`src/rtl/sram_controller_pkg.sv`:
```
// Shared settings for the data-memory SRAM controller: bus widths, memory base
// and the phase state encoding.
package sram_controller_pkg;

    localparam int SRAM_DATA_WIDTH = 16;
    localparam int SRAM_ADDR_WIDTH = 18;
    localparam int WORD_ADDR_WIDTH = SRAM_ADDR_WIDTH - 1;
    localparam int DATA_MEM_BASE   = 1024;

    typedef enum logic [1:0] {
        ST_IDLE = 2'd0,
        ST_LO   = 2'd1,
        ST_HI   = 2'd2,
        ST_DONE = 2'd3
    } sram_state_t;

    // Halfword address of one half of a 32-bit word.
    function automatic logic [SRAM_ADDR_WIDTH-1:0] half_addr(
        input logic [WORD_ADDR_WIDTH-1:0] word,
        input logic                       hi
    );
        return {word, hi};
    endfunction

endpackage

```
`src/rtl/sram_controller_if.sv`:
```
// Pipeline-side request/response signals plus the external SRAM pins.
interface sram_controller_if
    import sram_controller_pkg::*;
#(
    parameter int WORD_WIDTH = 32
);
    logic                       rd_en;
    logic                       wr_en;
    logic [WORD_WIDTH-1:0]      address;
    logic [WORD_WIDTH-1:0]      write_data;
    logic [WORD_WIDTH-1:0]      read_data;
    logic                       ready;
    logic [SRAM_ADDR_WIDTH-1:0] sram_addr;
    logic [SRAM_DATA_WIDTH-1:0] sram_dq_out;
    logic                       sram_dq_oe;
    logic [SRAM_DATA_WIDTH-1:0] sram_dq_in;
    logic                       sram_we_n;

    modport master (
        output rd_en, wr_en, address, write_data, sram_dq_in,
        input  read_data, ready, sram_addr, sram_dq_out, sram_dq_oe, sram_we_n
    );

    modport slave (
        input  rd_en, wr_en, address, write_data, sram_dq_in,
        output read_data, ready, sram_addr, sram_dq_out, sram_dq_oe, sram_we_n
    );
endinterface

```
`src/rtl/sram_phase_counter.sv`:
```
// Wait counter for one halfword phase; `last` marks the final held cycle.
module sram_phase_counter #(
    parameter int WAIT_CYCLES = 2
) (
    input  logic clk,
    input  logic rst,
    input  logic clear,
    input  logic en,
    output logic last
);
    logic [3:0] count_r;

    // Count register: clear has priority over increment.
    always_ff @(posedge clk or posedge rst) begin
        if (rst) begin
            count_r <= 4'd0;
        end else if (clear) begin
            count_r <= 4'd0;
        end else if (en) begin
            count_r <= count_r + 4'd1;
        end else begin
            count_r <= count_r;
        end
    end

    assign last = (count_r == 4'(WAIT_CYCLES - 1));
endmodule

```
`src/rtl/sram_controller.sv`:
```
// Splits each 32-bit Mem-stage access into two held halfword phases on a 16-bit
// asynchronous SRAM, stalling the pipeline through `ready`.
module sram_controller
    import sram_controller_pkg::*;
#(
    parameter int WORD_WIDTH  = 32,
    parameter int WAIT_CYCLES = 2
) (
    input  logic             clk,
    input  logic             rst,
    sram_controller_if.slave bus
);
    sram_state_t                state_r;
    sram_state_t                state_s;
    logic [WORD_ADDR_WIDTH-1:0] word_r;
    logic [WORD_WIDTH-1:0]      wdata_r;
    logic                       is_write_r;
    logic [WORD_WIDTH-1:0]      rdata_r;
    logic                       req_s;
    logic                       last_s;
    logic                       cnt_clear_s;
    logic                       cnt_en_s;
    logic [WORD_WIDTH-1:0]      diff_s;
    logic [WORD_ADDR_WIDTH-1:0] word_s;
    logic                       unused_bits_s;

    assign req_s  = bus.rd_en | bus.wr_en;
    // Out-of-range addresses simply wrap inside the SRAM word space.
    assign diff_s = bus.address - WORD_WIDTH'(DATA_MEM_BASE);
    assign word_s = diff_s[SRAM_ADDR_WIDTH:2];
    assign unused_bits_s = ^{diff_s[WORD_WIDTH-1:SRAM_ADDR_WIDTH+1], diff_s[1:0]};

    assign cnt_clear_s = (state_r == ST_IDLE) | last_s;
    assign cnt_en_s    = (state_r == ST_LO) | (state_r == ST_HI);

    sram_phase_counter #(.WAIT_CYCLES(WAIT_CYCLES)) u_phase_counter (
        .clk   (clk),
        .rst   (rst),
        .clear (cnt_clear_s),
        .en    (cnt_en_s),
        .last  (last_s)
    );

    // State, request capture and halfword read latches.
    always_ff @(posedge clk or posedge rst) begin
        if (rst) begin
            state_r    <= ST_IDLE;
            word_r     <= '0;
            wdata_r    <= '0;
            is_write_r <= 1'b0;
            rdata_r    <= '0;
        end else begin
            state_r <= state_s;
            if ((state_r == ST_IDLE) && req_s) begin
                word_r     <= word_s;
                wdata_r    <= bus.write_data;
                is_write_r <= bus.wr_en;
            end
            if ((state_r == ST_LO) && last_s && !is_write_r) begin
                rdata_r[SRAM_DATA_WIDTH-1:0] <= bus.sram_dq_in;
            end
            if ((state_r == ST_HI) && last_s && !is_write_r) begin
                rdata_r[2*SRAM_DATA_WIDTH-1:SRAM_DATA_WIDTH] <= bus.sram_dq_in;
            end
        end
    end

    assign bus.read_data = rdata_r;

    // Next state and SRAM pin decode; we_n rises on the last cycle of each phase
    // so address and data are held past the write pulse.
    always_comb begin
        state_s         = state_r;
        bus.ready       = 1'b0;
        bus.sram_we_n   = 1'b1;
        bus.sram_dq_oe  = 1'b0;
        bus.sram_addr   = '0;
        bus.sram_dq_out = '0;
        case (state_r)
            ST_IDLE: begin
                bus.ready = ~req_s;
                if (req_s) begin
                    state_s = ST_LO;
                end else begin
                    state_s = ST_IDLE;
                end
            end
            ST_LO: begin
                bus.sram_addr = half_addr(word_r, 1'b0);
                if (is_write_r) begin
                    bus.sram_dq_out = wdata_r[SRAM_DATA_WIDTH-1:0];
                    bus.sram_dq_oe  = 1'b1;
                    bus.sram_we_n   = last_s;
                end else begin
                    bus.sram_we_n   = 1'b1;
                end
                if (last_s) begin
                    state_s = ST_HI;
                end else begin
                    state_s = ST_LO;
                end
            end
            ST_HI: begin
                bus.sram_addr = half_addr(word_r, 1'b1);
                if (is_write_r) begin
                    bus.sram_dq_out = wdata_r[2*SRAM_DATA_WIDTH-1:SRAM_DATA_WIDTH];
                    bus.sram_dq_oe  = 1'b1;
                    bus.sram_we_n   = last_s;
                end else begin
                    bus.sram_we_n   = 1'b1;
                end
                if (last_s) begin
                    state_s = ST_DONE;
                end else begin
                    state_s = ST_HI;
                end
            end
            ST_DONE: begin
                bus.ready = 1'b1;
                state_s   = ST_IDLE;
            end
            default: begin
                state_s = ST_IDLE;
            end
        endcase
    end
endmodule
```
`src/flat_wrapper.sv`:
```
// flat-port wrapper written by rule: the top's interface ports become plain ports
module sram_controller_flat import sram_controller_pkg::*;
#(
    parameter int WORD_WIDTH  = 32,
    parameter int WAIT_CYCLES = 2
)
  (clk, rst, bus_rd_en, bus_wr_en, bus_address, bus_write_data, bus_sram_dq_in, bus_read_data, bus_ready, bus_sram_addr, bus_sram_dq_out, bus_sram_dq_oe, bus_sram_we_n);
  sram_controller_if #(.WORD_WIDTH(WORD_WIDTH)) bus_i ();
  input  logic clk;
  input  logic rst;
  input wire logic [$bits(bus_i.rd_en)-1:0] bus_rd_en;
  input wire logic [$bits(bus_i.wr_en)-1:0] bus_wr_en;
  input wire logic [$bits(bus_i.address)-1:0] bus_address;
  input wire logic [$bits(bus_i.write_data)-1:0] bus_write_data;
  input wire logic [$bits(bus_i.sram_dq_in)-1:0] bus_sram_dq_in;
  output wire logic [$bits(bus_i.read_data)-1:0] bus_read_data;
  output wire logic [$bits(bus_i.ready)-1:0] bus_ready;
  output wire logic [$bits(bus_i.sram_addr)-1:0] bus_sram_addr;
  output wire logic [$bits(bus_i.sram_dq_out)-1:0] bus_sram_dq_out;
  output wire logic [$bits(bus_i.sram_dq_oe)-1:0] bus_sram_dq_oe;
  output wire logic [$bits(bus_i.sram_we_n)-1:0] bus_sram_we_n;
  assign bus_i.rd_en = bus_rd_en;
  assign bus_i.wr_en = bus_wr_en;
  assign bus_i.address = bus_address;
  assign bus_i.write_data = bus_write_data;
  assign bus_i.sram_dq_in = bus_sram_dq_in;
  assign bus_read_data = bus_i.read_data;
  assign bus_ready = bus_i.ready;
  assign bus_sram_addr = bus_i.sram_addr;
  assign bus_sram_dq_out = bus_i.sram_dq_out;
  assign bus_sram_dq_oe = bus_i.sram_dq_oe;
  assign bus_sram_we_n = bus_i.sram_we_n;
  sram_controller #(.WORD_WIDTH(WORD_WIDTH), .WAIT_CYCLES(WAIT_CYCLES)) u_core (.clk(clk), .rst(rst), .bus(bus_i));
endmodule
```
`config.mk`:
```
export PLATFORM = sky130hd
export DESIGN_NAME = sram_controller_flat
export DESIGN_NICKNAME = d
export VERILOG_FILES = /design/src/rtl/sram_controller_pkg.sv /design/src/rtl/sram_controller_if.sv /design/src/rtl/sram_phase_counter.sv /design/src/rtl/sram_controller.sv /design/src/flat_wrapper.sv
export SDC_FILE = /design/constraint.sdc
export NUM_CORES = 1
export LEC_CHECK = 0
export BUFFER_PORTS_ARGS = -buffer_cell sky130_fd_sc_hd__buf_2
export CAP_MARGIN = 25
export CORE_MARGIN = 2
export CORE_UTILIZATION = 30
export DETAILED_ROUTE_END_ITERATION = 7
export GPL_TIMING_DRIVEN = 0
export SYNTH_ARGS = -nofsm -noshare
export SYNTH_HDL_FRONTEND = slang
export SYNTH_SLANG_ARGS = --single-unit
```
`constraint.sdc`:
```
create_clock -name clk -period 2.4 [get_ports clk]
set_input_delay 0.24 -clock clk [delete_from_list [all_inputs] [get_ports clk]]
set_output_delay 0.24 -clock clk [all_outputs]
set_load 0.02 [all_outputs]
```
Yosys cells after proc, flatten, opt, wreduce, memory -nomap -nowiden
Index checks and enable logic that the tools add are counted.

Flip-flop bits (word level): 88.

$add $sub $neg: 2. Equal/unequal tests: 4. Multiplexer cells: 15. Bitwise operators: 4. Reduce and logical (&&, ||, !) cells: 9.

Operator list (number): 18-bit one-hot mux with 2 select lines (1); 16-bit 2-to-1 mux (2); 16-bit one-hot mux with 2 select lines (1); 19-bit by 11-bit subtractor with 19-bit output, second input constant (1); 4-bit 2-to-1 mux (2); 2-bit one-hot mux with 4 select lines (1); 1-bit 2-to-1 mux (6); 1-bit logical AND (5); 4-bit by 1-bit adder with 4-bit output, second input constant (1); 2-bit == test, second input constant (2); 4-bit by 1-bit == test with 1-bit output, second input constant (1); 1-bit bitwise OR (3); 2-bit by 1-bit == test with 1-bit output, second input constant (1); 2-bit zero test (1); 2-bit 2-to-1 mux (1); 1-bit one-hot mux with 2 select lines (1); 2-bit nonzero test (1); 2-bit OR reduction (1); 1-bit zero test (1); 1-bit inverter (1).

Logic depth before layout (Yosys ltp)
Word-level depth: 4. Gate-level depth with buffers: 7. Depth with buffers taken out: 5.

Hierarchy
Synthesis repeated with hierarchy kept, for this count alone.

Cells, all modules: 390. Area total of the unflattened synthesis: 3900.0 µm².

By module, submodules not included: sram_controller (instances 1, cells each 370, area an instance 3682.3 µm², sequential area each 2102.0 µm²); sram_phase_counter (instances 1, cells each 20, area an instance 217.7 µm², sequential area each 100.1 µm²).

Least setup slack after synthesis
No wires, ideal clock.

Path type: register to output. Start: reg u_core.state_r[0]. End: out bus_sram_dq_out[6]. Arrival time: 1.794 ns. Slack: 0.366 ns. Cell stages (with the launch flop): 7. Path buffers: 2. Cells stage by stage: dfrtp_1 -> inv_1 -> ha_1 -> clkbuf_1 -> clkbuf_1 -> a22oi_1 -> nor2_1.

Longest elaborated chain between the ends: 2. Elaborated cells on any way between the ends: 3. Classes of those cells: eq/ne: 2; mux: 1.

Ends and longest elaborated chain: start, declared (RTL line sram_controller.sv:13) `sram_state_t state_r;`; start signal, assigned (RTL line sram_controller.sv:53) `state_r <= state_s;`; 2-bit == test / 2-bit by 1-bit == test with 1-bit output (equally long branches) (RTL line sram_controller.sv:79) `case (state_r)`; 16-bit one-hot mux with 2 select lines (*) (RTL line sram_controller.sv:79); end, declared (RTL line flat_wrapper.sv:19) `output wire logic [$bits(bus_i.sram_dq_out)-1:0] bus_sram_dq_out;`.

Mark *: on every way between the ends. The rest lies on a longest branch, timed or not.

Final worst setup path
Start: reg u_core.state_r[0]. End: out bus_sram_addr[9].

Longest elaborated chain between the ends: 2. Elaborated cells on any way between the ends: 3. Classes of those cells: eq/ne: 2; mux: 1.

Ends and longest elaborated chain: 2-bit == test / 2-bit by 1-bit == test with 1-bit output (equally long branches) (RTL line sram_controller.sv:79); 18-bit one-hot mux with 2 select lines (*) (RTL line sram_controller.sv:79); end, declared (RTL line flat_wrapper.sv:18) `output wire logic [$bits(bus_i.sram_addr)-1:0] bus_sram_addr;`.

Marked as above.

==> results.py <==
metrics = {
    "synth": {
        "yosysWarnings": 0,
        "synthTopCellsByArea": "dfrtp_1 57%, nand2_1 13%, mux2_2 9.3%",
        "ys_async_sr_fraction_pct": 100,
        "syn_area_per_cell_sq_um": 10.0,
        "synthDistinctLibCells": 31,
        "synthesis.nets": 479,
        "syn_area_sq_um": 3880,
        "ys.flop_type": "dfrtp_1",
        "yosysTopAreaCell": "dfrtp_1",
        "synthCells": 388,
        "synth_seq_cells": 88,
        "synth_top_area_share_pct": 56.7,
        "synth_edf_count": 0,
        "ys_seq_area_share_pct": 56.7,
    },
    "global_route": {
        "grtUsageTotal_pct": 14.7,
        "antenna_found_initial": 0,
        "grt_pass1_vias": 3207,
        "grt_overflow_total": 0,
        "grt_start_max_net_pins": 40,
        "grt_pass1_wl_mm": 16.1,
    },
    "floorplanning": {
        "ios": 153,
        "die_height_um": 118,
        "initial_utilization_pct": 30.8,
        "dieArea_sq_um": 13900,
        "die_x_um": 118,
        "num_rows": 41,
        "core_area_sq_um": 12600,
    },
    "worst_hold_path": {
        "worstHoldStart": "bus_write_data[7]",
        "min_to": "u_core.wdata_r[7]",
        "worstHoldPathCells": 3,
        "hp-class": "in2reg",
    },
    "layout": {
        "drive_above_1_share_pct": 38.4,
        "area_growth_pct": 34.1,
        "finalNetCount": 628,
        "nFillCells": 1262,
        "fin_util_pct": 41.2,
        "diodes": 0,
        "fin_cells": 714,
    },
    "setup_path": {
        "rr_worst_depth": 7,
        "worstPathRequired_ns": 2.16,
        "max_stage_delay_ns": 0.42,
        "cp-start-kind": "flop",
        "reg2reg_from": "u_core.state_r[0]",
        "r2r_slack_ns": 0.45,
        "crit_slowest_cell": "dfrtp_1",
        "end_kind": "output port",
        "crit_fanout": 17,
        "startpoint": "u_core.state_r[0]",
        "cp.arrival_ns": 2.01,
        "worst-path-buf-inv": 3,
        "cpLargestDelayFamily": "buffers and inverters",
        "r2r-end": "u_core.wdata_r[13]",
        "crit_path_cell_trace": "inv_1 -> ha_1 -> clkbuf_2 -> o21a_2 -> and2_1 -> buf_2",
        "critPathKind": "reg2out",
    },
    "routing": {
        "first_pass_iters": 4,
        "via_count": 3215,
        "wl_per_cell_um": 13.7,
        "via_per_inst": 4.50,
        "ant_nets": 0,
        "routed_wl_mm": 9.80,
        "first_iter_violations": 144,
        "drc": 0,
    },
    "placed_design": {
        "dpl.cell_count": 699,
        "portBuffers": 137,
        "place_congestion": 0.754,
        "hpwl_mm": 7.44,
    },
    "clocking": {
        "numClockSinks": 88,
        "numCtsBuffers": 9,
        "cts_tree": "done",
        "clk_path_buf_depth": 2,
        "root_buffer": "clkbuf_16",
        "cts.htree.levels": 3,
        "clk_latency_ns": 0.34,
        "postCtsSetupBuffers": 0,
        "path_clk_slew_ns": 0.06,
    },
    "flow_run": {
        "drv_cap": 0,
    },
    "timing": {
        "worstMarginPinSlew_ns": 0.572,
        "max_freq_mhz": 445,
        "hold_violations": 0,
        "setup_violations": 0,
        "finalMaxSlewViolations": 0,
        "hold_slack_ns": 0.0896,
        "setup_tns_ns": 0,
        "fin_skew_ns": 0.00410,
        "fin_crit_ns": 2.25,
        "slew_headroom_pct": 61.4,
        "min_period_over_period_pct": 93.6,
        "rsz0062_at_grt": "true",
    },
    "power_and_ir_drop": {
        "leakage_nw": 2.67,
        "seqPwrFrac_pct": 33.7,
        "intPower_mw": 4.55,
        "power.share.clock_pct": 21.2,
        "p_comb_share_pct": 45.0,
        "p_sw_share_pct": 40.9,
        "power.density_nw_per_um2": 1480,
        "peakVddDrop_uv": 518,
        "switching_power_mw": 3.16,
        "power_mw": 7.71,
    },
    "run_status": {
        "status": "completed",
    },
}
-- tightest hold or removal path: cells and delay by family --
kind | cells | cell delay, ns
and+or+nand+nor | 2 | 0.08
buffers and inverters | 1 | 0.07
-- flip-flops by register name (all words and copies together) (netlist names), named ones only --
| register | cells |
|---|---|
| u_core.bus.read_data | 32 |
| u_core.wdata_r | 32 |
| u_core.word_r | 17 |
| u_core.u_phase_counter.count_r | 4 |
| u_core.is_write_r | 1 |
| u_core.state_r | 1 |
-- routing by layer --
metal	vias up	wire length, um	track usage (%)
met5	-	0	0
met4	0	140	4.74
met3	10	527	3.49
met2	97	4520	23.8
met1	1532	4610	19.3
li1	1576	-	-
-- synthesized netlist by cell type (all sizes together), types with 2 or more instances --
cell type and instances:
nand2 132, dfrtp 88, mux2 32, nor2 27
and2 17, a22oi 16, clkbuf 16, ha 7
inv 7, o21ai 6, a31oi 5, buf 4
or4 4, or2 3, or3 3, mux2i 2
nand2b 2, nand3 2, nor3b 2, o21a 2
o31ai 2, xnor2 2, xor2 2
-- final cells by class --
| class | count | area (sq um) | share of cell area (%) |
|---|---|---|---|
| timing repair buffer | 140 | 736 | 14.1 |
| clock buffer | 9 | 225 | 4.33 |
| multi-input combinational | 273 | 1590 | 30.5 |
| inverter | 7 | 30.0 | 0.577 |
| tap | 172 | 215 | 4.13 |
| buffer | 18 | 86.3 | 1.66 |
| sequential | 88 | 2200 | 42.3 |
| clock inverter | 7 | 125 | 2.40 |
-- placed cells by master, fill, tap and decap left out, types with 2 or more instances in the layout --
master and instances:
nand2b_1 2, or2_2 3, a31oi_1 5, o31ai_1 2
and2_1 17, buf_2 141, nand2_1 129, or3_1 2
inv_6 3, buf_12 2, mux2i_1 2, mux2_2 32
or4_1 3, inv_1 6, clkbuf_2 2, nor2_1 27
bufinv_16 3, nor3b_1 2, clkbuf_1 9, nand3_1 2
xnor2_1 2, dfrtp_1 88, nand2_2 2, clkbuf_4 3
ha_1 6, clkbuf_16 9, a22oi_1 16, xor2_1 2
o21ai_0 6
-- kinds of logic (layout without fill, tap and decap cells) --
logic type,count (synthesis),in the layout,share of synthesized area (%)
flip-flops,88,88,56.7
AND/OR/NAND/NOR,194,194,21.6
multiplexers,34,34,9.80
adder cells (fa/ha/maj),7,7,2.26
AO/OA/AOI/OAI,34,34,5.96
XOR/XNOR,4,4,0.903
buffers and inverters,27,181,2.74
-- how the worst max path moves through the flow --
| stage | end | slack (ns) | cells after the start |
|---|---|---|---|
| floorplan | bus_sram_dq_out[6] | 0.37 | 6 |
| global placement | bus_sram_dq_out[7] | 0.02 | 7 |
| detailed placement | bus_sram_addr[13] | -0.05 | 7 |
| CTS | bus_sram_dq_out[14] | 0.02 | 6 |
| global route | bus_sram_addr[9] | -0.003 | 6 |
| finish | bus_sram_addr[9] | 0.15 | 6 |
-- through the flow --
step                instance area (sq um)  setup WS [ns]
floorplan                            3890          0.366
global placement                     4790         0.0203
detailed placement                   4830        -0.0472
CTS                                  5190         0.0190
global route                         5200       -0.00271
finish                               5200          0.153
-- power groups by stage --
stage	registers [mW]	logic [mW]	clock network, mW
2_1_floorplan	2.89	2.02	0
3_3_place_gp	2.58	3.42	0
3_5_place_dp	2.62	3.50	0
4_1_cts	2.60	3.51	1.68
5_1_grt	2.70	3.84	1.75
6_report	2.60	3.47	1.64
-- what timing repair did --
action,4_1_cts,5_1_grt
hold buffers,1,0
endpoints found under the hold margin,20,0
resized for setup,8,6
endpoints found under the setup margin,35,13
(Power assumes the default switching activity.)
